--- src/rtl/fetch_sequencer.sv ---
// fetch_sequencer: two-phase fetch/execute sequencer for a small nibble CPU.
// Ports:
//   clk, reset        clock, synchronous active-high reset
//   run, step         free-run level, single-step (rising edge, halted only)
//   Prog_data[7:0]    ROM byte at address PC
//   IncPC, LoadPC     PC control strobes from decode
//   LoadFlags         flag load strobe from decode (used in EXEC only)
//   C_in, Z_in        ALU carry / zero
//   PC[11:0]          ROM address
//   Phase             0 = fetch, 1 = execute
//   Instr, Oprnd      opcode / operand nibbles of the latched instruction
//   C_flag, Z_flag    registered flags
//   Halted            1 while halted
//   Instr_count[15:0] completed instructions, saturating
module fetch_sequencer (
  input  logic        clk,
  input  logic        reset,
  input  logic        run,
  input  logic        step,
  input  logic [7:0]  Prog_data,
  input  logic        IncPC,
  input  logic        LoadPC,
  input  logic        LoadFlags,
  input  logic        C_in,
  input  logic        Z_in,
  output logic [11:0] PC,
  output logic        Phase,
  output logic [3:0]  Instr,
  output logic [3:0]  Oprnd,
  output logic        C_flag,
  output logic        Z_flag,
  output logic        Halted,
  output logic [15:0] Instr_count
);

  typedef enum logic [1:0] {HALT = 2'd0, FETCH = 2'd1, EXEC = 2'd2} state_t;

  state_t      state_q;
  logic [11:0] pc_q, pc_d;
  logic [7:0]  fetch_q;
  logic        c_q, z_q;
  logic        one_shot_q;
  logic        step_q;
  logic [15:0] cnt_q, cnt_d;
  logic        step_rise;

  assign step_rise = step & ~step_q;

  // Jump target uses the operand currently latched, i.e. before a FETCH
  // overwrites the fetch register on the same edge.
  always_comb begin
    pc_d = pc_q;
    if (LoadPC)     pc_d = {fetch_q[3:0], Prog_data};
    else if (IncPC) pc_d = pc_q + 12'd1;
  end

  always_comb begin
    cnt_d = (cnt_q == 16'hFFFF) ? cnt_q : cnt_q + 16'd1;
  end

  always_ff @(posedge clk) begin
    if (reset) begin
      state_q    <= HALT;
      pc_q       <= '0;
      fetch_q    <= '0;
      c_q        <= 1'b0;
      z_q        <= 1'b0;
      one_shot_q <= 1'b0;
      step_q     <= 1'b0;
      cnt_q      <= '0;
    end else begin
      // Step history always tracks, so an edge outside HALT is consumed.
      step_q <= step;
      unique case (state_q)
        HALT: begin
          // Step wins over run so a simultaneous edge yields one instruction.
          if (step_rise) begin
            state_q    <= FETCH;
            one_shot_q <= 1'b1;
          end else if (run) begin
            state_q <= FETCH;
          end
        end
        FETCH: begin
          pc_q    <= pc_d;
          fetch_q <= Prog_data;
          state_q <= EXEC;
        end
        EXEC: begin
          pc_q  <= pc_d;
          cnt_q <= cnt_d;
          if (LoadFlags) begin
            c_q <= C_in;
            z_q <= Z_in;
          end
          if (run && !one_shot_q) begin
            state_q <= FETCH;
          end else begin
            state_q    <= HALT;
            one_shot_q <= 1'b0;
          end
        end
        default: state_q <= HALT;
      endcase
    end
  end

  assign PC          = pc_q;
  assign Phase       = (state_q == EXEC);
  assign Halted      = (state_q == HALT);
  assign Instr       = fetch_q[7:4];
  assign Oprnd       = fetch_q[3:0];
  assign C_flag      = c_q;
  assign Z_flag      = z_q;
  assign Instr_count = cnt_q;

endmodule
--- config.mk ---
export PLATFORM = sky130hd
export DESIGN_NAME = fetch_sequencer
export DESIGN_NICKNAME = d
export VERILOG_FILES = /design/src/rtl/fetch_sequencer.sv
export SDC_FILE = /design/constraint.sdc
export NUM_CORES = 1
export LEC_CHECK = 0
export CAP_MARGIN = 20
export CORE_UTILIZATION = 48
export CTS_CLUSTER_SIZE = 8
export DETAILED_ROUTE_END_ITERATION = 7
export PLACE_DENSITY = 0.87
export SYNTH_ARGS = -nofsm -noshare
export SYNTH_HDL_FRONTEND = slang
export SYNTH_SLANG_ARGS = --single-unit
--- constraint.sdc ---
create_clock -name clk -period 2.22 [get_ports clk]
set_clock_uncertainty 0.15 [all_clocks]
set_input_delay 0.444 -clock clk [delete_from_list [all_inputs] [get_ports clk]]
set_output_delay 0.444 -clock clk [all_outputs]
set_load 0.02 [all_outputs]
==> metrics.txt, run 1 <==
status=finished clean; syn_area_per_cell=8.56 µm²; Syn Nets=276; Top FF cell, synth=dfxtp_1; HP Class=reg -> reg; vias in the first global route=2037; Leakage=1.07 nW; maximum VDD drop=0.000412 V; Max Slew Vio Count=0; required time worst endpoint=2.30 ns; Starting DRT DRC Count=248; Async SR Flop Fraction=0%; first-pass GRT wire length=9.14 mm; startpoint types=register; Hold Slack=0.303 ns; Fill cells=379; Cell variety after synth=53; Die Y-Extent=69.1 µm; # DRC=0; Die X=69.1 µm; IO Count=57; average wire per standard cell=14.6 µm; Synth area leaders=dfxtp_1 (39%), mux2i_1 (5.6%), nor2_1 (5.6%), ha_1 (4.1%), a21oi_1 (3.9%); Skew-Pair Late Insertion Delay=0.30 ns; WL final=5.25 mm; IO buf count=56; gr ovfl total=0; TritonCTS clock tree=done; # setup viols final=0; die area=0.00477 mm²; RSZ-0062 raised after global routing=false; EDFF count, synth=0; ANT cells=0; antenna violations before repair=0; Min Clock Period, post-route=2.06 ns; Least-Margin Pin Slew=0.524 ns; CTS root buf=clkbuf_8; Max Buffers Root-to-Sink=2; largest area contributor in the netlist=dfxtp_1; Post-Synthesis Cells=252; worst path arrival time=2.14 ns; period utilization=92.7%; post-synthesis cell area=0.00216 mm²; Synth top area share=39.0%; critical path class=reg -> reg; Critical Path Fanout Max=6; Fmax=486 MHz; Area Overhead vs Synth=33.9%; GRT Util Overall=23.3%; clk sinks=42; synthesized flop and latch total=42; Initial Utilization=49.9%; gp weighted congestion=0.935; vias=2160; clock slew at reported path FFs=0.07 ns; total CTS buffers=5; sequential cell area=842 µm²; First-pass DRT Iterations=5; sequential area share after synthesis=39.0%; Multi-input gate area=0.00123 mm²; HPWL Detailed=3.69 mm; TNS Setup=0 ns; share of cells above drive strength 1=8.74%; Synth Warn #=0; Net count, final=334; setup repair bufs after CTS=0; H-tree depth=2; CP Capture Type=register; pin count of the biggest net entering global routing=49; cts hold-fix bufs=0; PwrDens=649 mW/mm²; Max-Cap Viols=0; Core Box Area=0.00432 mm²; Via density=5.98; Rows=24; Post-DRT Antenna Nets=0; relative slew slack=64.2%; Fin. Hold Viols=0
-- worst max-delay path: stages, from the launching register on --
cell and delay (ns):
dfxtp_1 0.45, ha_1 0.33, nand2_1 0.16, or2_4 0.28
or4_1 0.48, a21oi_1 0.14
-- logic make-up after synthesis --
logic type                 after synthesis  synth area share (%)
buffers and inverters                   22                  3.94
DFF                                     42                  39.0
adders and majority gates                7                  4.06
muxes                                   15                  7.13
AOI/OAI and AO/OA                       60                  18.6
and+or+nand+nor                        106                  27.4
-- power breakdown --
| part | internal, mW | switching, mW |
|---|---|---|
| clock network | 0.240 | 0.255 |
| logic | 0.245 | 0.263 |
| registers | 0.812 | 0.0598 |
| total | 1.30 | 0.577 |
-- per-layer routing --
layer | GRT usage, % | wire length [µm]
met1 | 28.9 | 2220
met3 | 5.85 | 399
met2 | 37.6 | 2510
met5 | 0 | 0
met4 | 10.9 | 123
-- path summary, 6_finish.rpt --
| path | from | to | slack (ns) | cells past startpoint |
|---|---|---|---|---|
| worst max-delay path | Instr_count[0] | Instr_count[8] | 0.16 | 5 |
| worst min-delay path | Z_flag | Z_flag | 0.30 | 2 |
| worst max register to register | Instr_count[0] | Instr_count[8] | 0.16 | 5 |
| worst min register to register | Z_flag | Z_flag | 0.30 | 2 |
-- area by class of cell --
type / count / area share (%)
Tap cell: 52 / 2.25
Multi-Input combinational cell: 188 / 42.6
Timing Repair Buffer: 64 / 21.9
Inverter: 9 / 1.17
Clock buffer: 6 / 2.86
Sequential cell: 42 / 29.1
-- Yosys cell counts, drive strengths merged, types with 2 or more instances --
master / instances
a2111oi: 2
a211oi: 4
a21oi: 17
a22oi: 3
a311oi: 4
a31o: 2
a31oi: 2
and3: 8
and4: 2
buf: 5
clkbuf: 8
dfxtp: 42
ha: 7
inv: 9
mux2: 3
mux2i: 12
nand2: 12
nand2b: 3
nand3: 12
nand4: 9
nor2: 33
nor2b: 7
nor3: 3
nor3b: 2
nor4: 3
o21a: 2
o21ai: 10
o31ai: 3
or3: 6
or4: 2
-- cells in the final DEF (no fill, tap or decap), types with 3 or more instances in the layout --
master / instances
nor3_1: 3
mux2_2: 3
nand3_1: 12
a21oi_1: 17
nor2b_1: 7
a311oi_1: 4
and3_1: 8
or3_1: 4
clkbuf_8: 6
a211oi_1: 4
ha_1: 7
o31ai_1: 3
nand2b_1: 3
inv_1: 9
dfxtp_1: 41
o21ai_0: 9
nor2_1: 32
clkdlybuf4s50_1: 54
nand4_1: 7
a22oi_1: 3
buf_4: 7
mux2i_1: 12
nand2_1: 12
-- registers in the layout, indices dropped and copies added (netlist names) --
name	cells
Z_flag	1
Instr_count	16
one_shot_q	1
state_q	2
C_flag	1
PC	12
step_q	1
fetch_q	8
-- timing repair --
item | 4_1_cts | 5_1_grt
setup endpoints to repair | 1 | 1
resized for setup | 1 | 2
endpoints found under the hold margin | 0 | 0
-- per-stage QoR --
step | std cells | util [%] | cell area [µm²] | worst slack, ns | power, mW
2_1_floorplan | 252 | - | 2160 | 0.0718 | 1.18
3_3_place_gp | 355 | 64.9 | 2810 | 0.215 | 1.38
3_5_place_dp | 355 | 64.9 | 2810 | 0.112 | 1.39
4_1_cts | 361 | 66.8 | 2890 | 0.0262 | 1.88
5_1_grt | 361 | 66.8 | 2890 | 0.0688 | 1.97
6_report | 361 | 66.8 | 2890 | 0.163 | 1.88
No activity file was read; power rests on OpenSTA's default activity.
==> run 2, diff against run 1 <==
TNS_END_PERCENT = 5   (was unset)
==> results of run 2 <==
No change in the layout: final DEF, timing and power equal those of run 1.
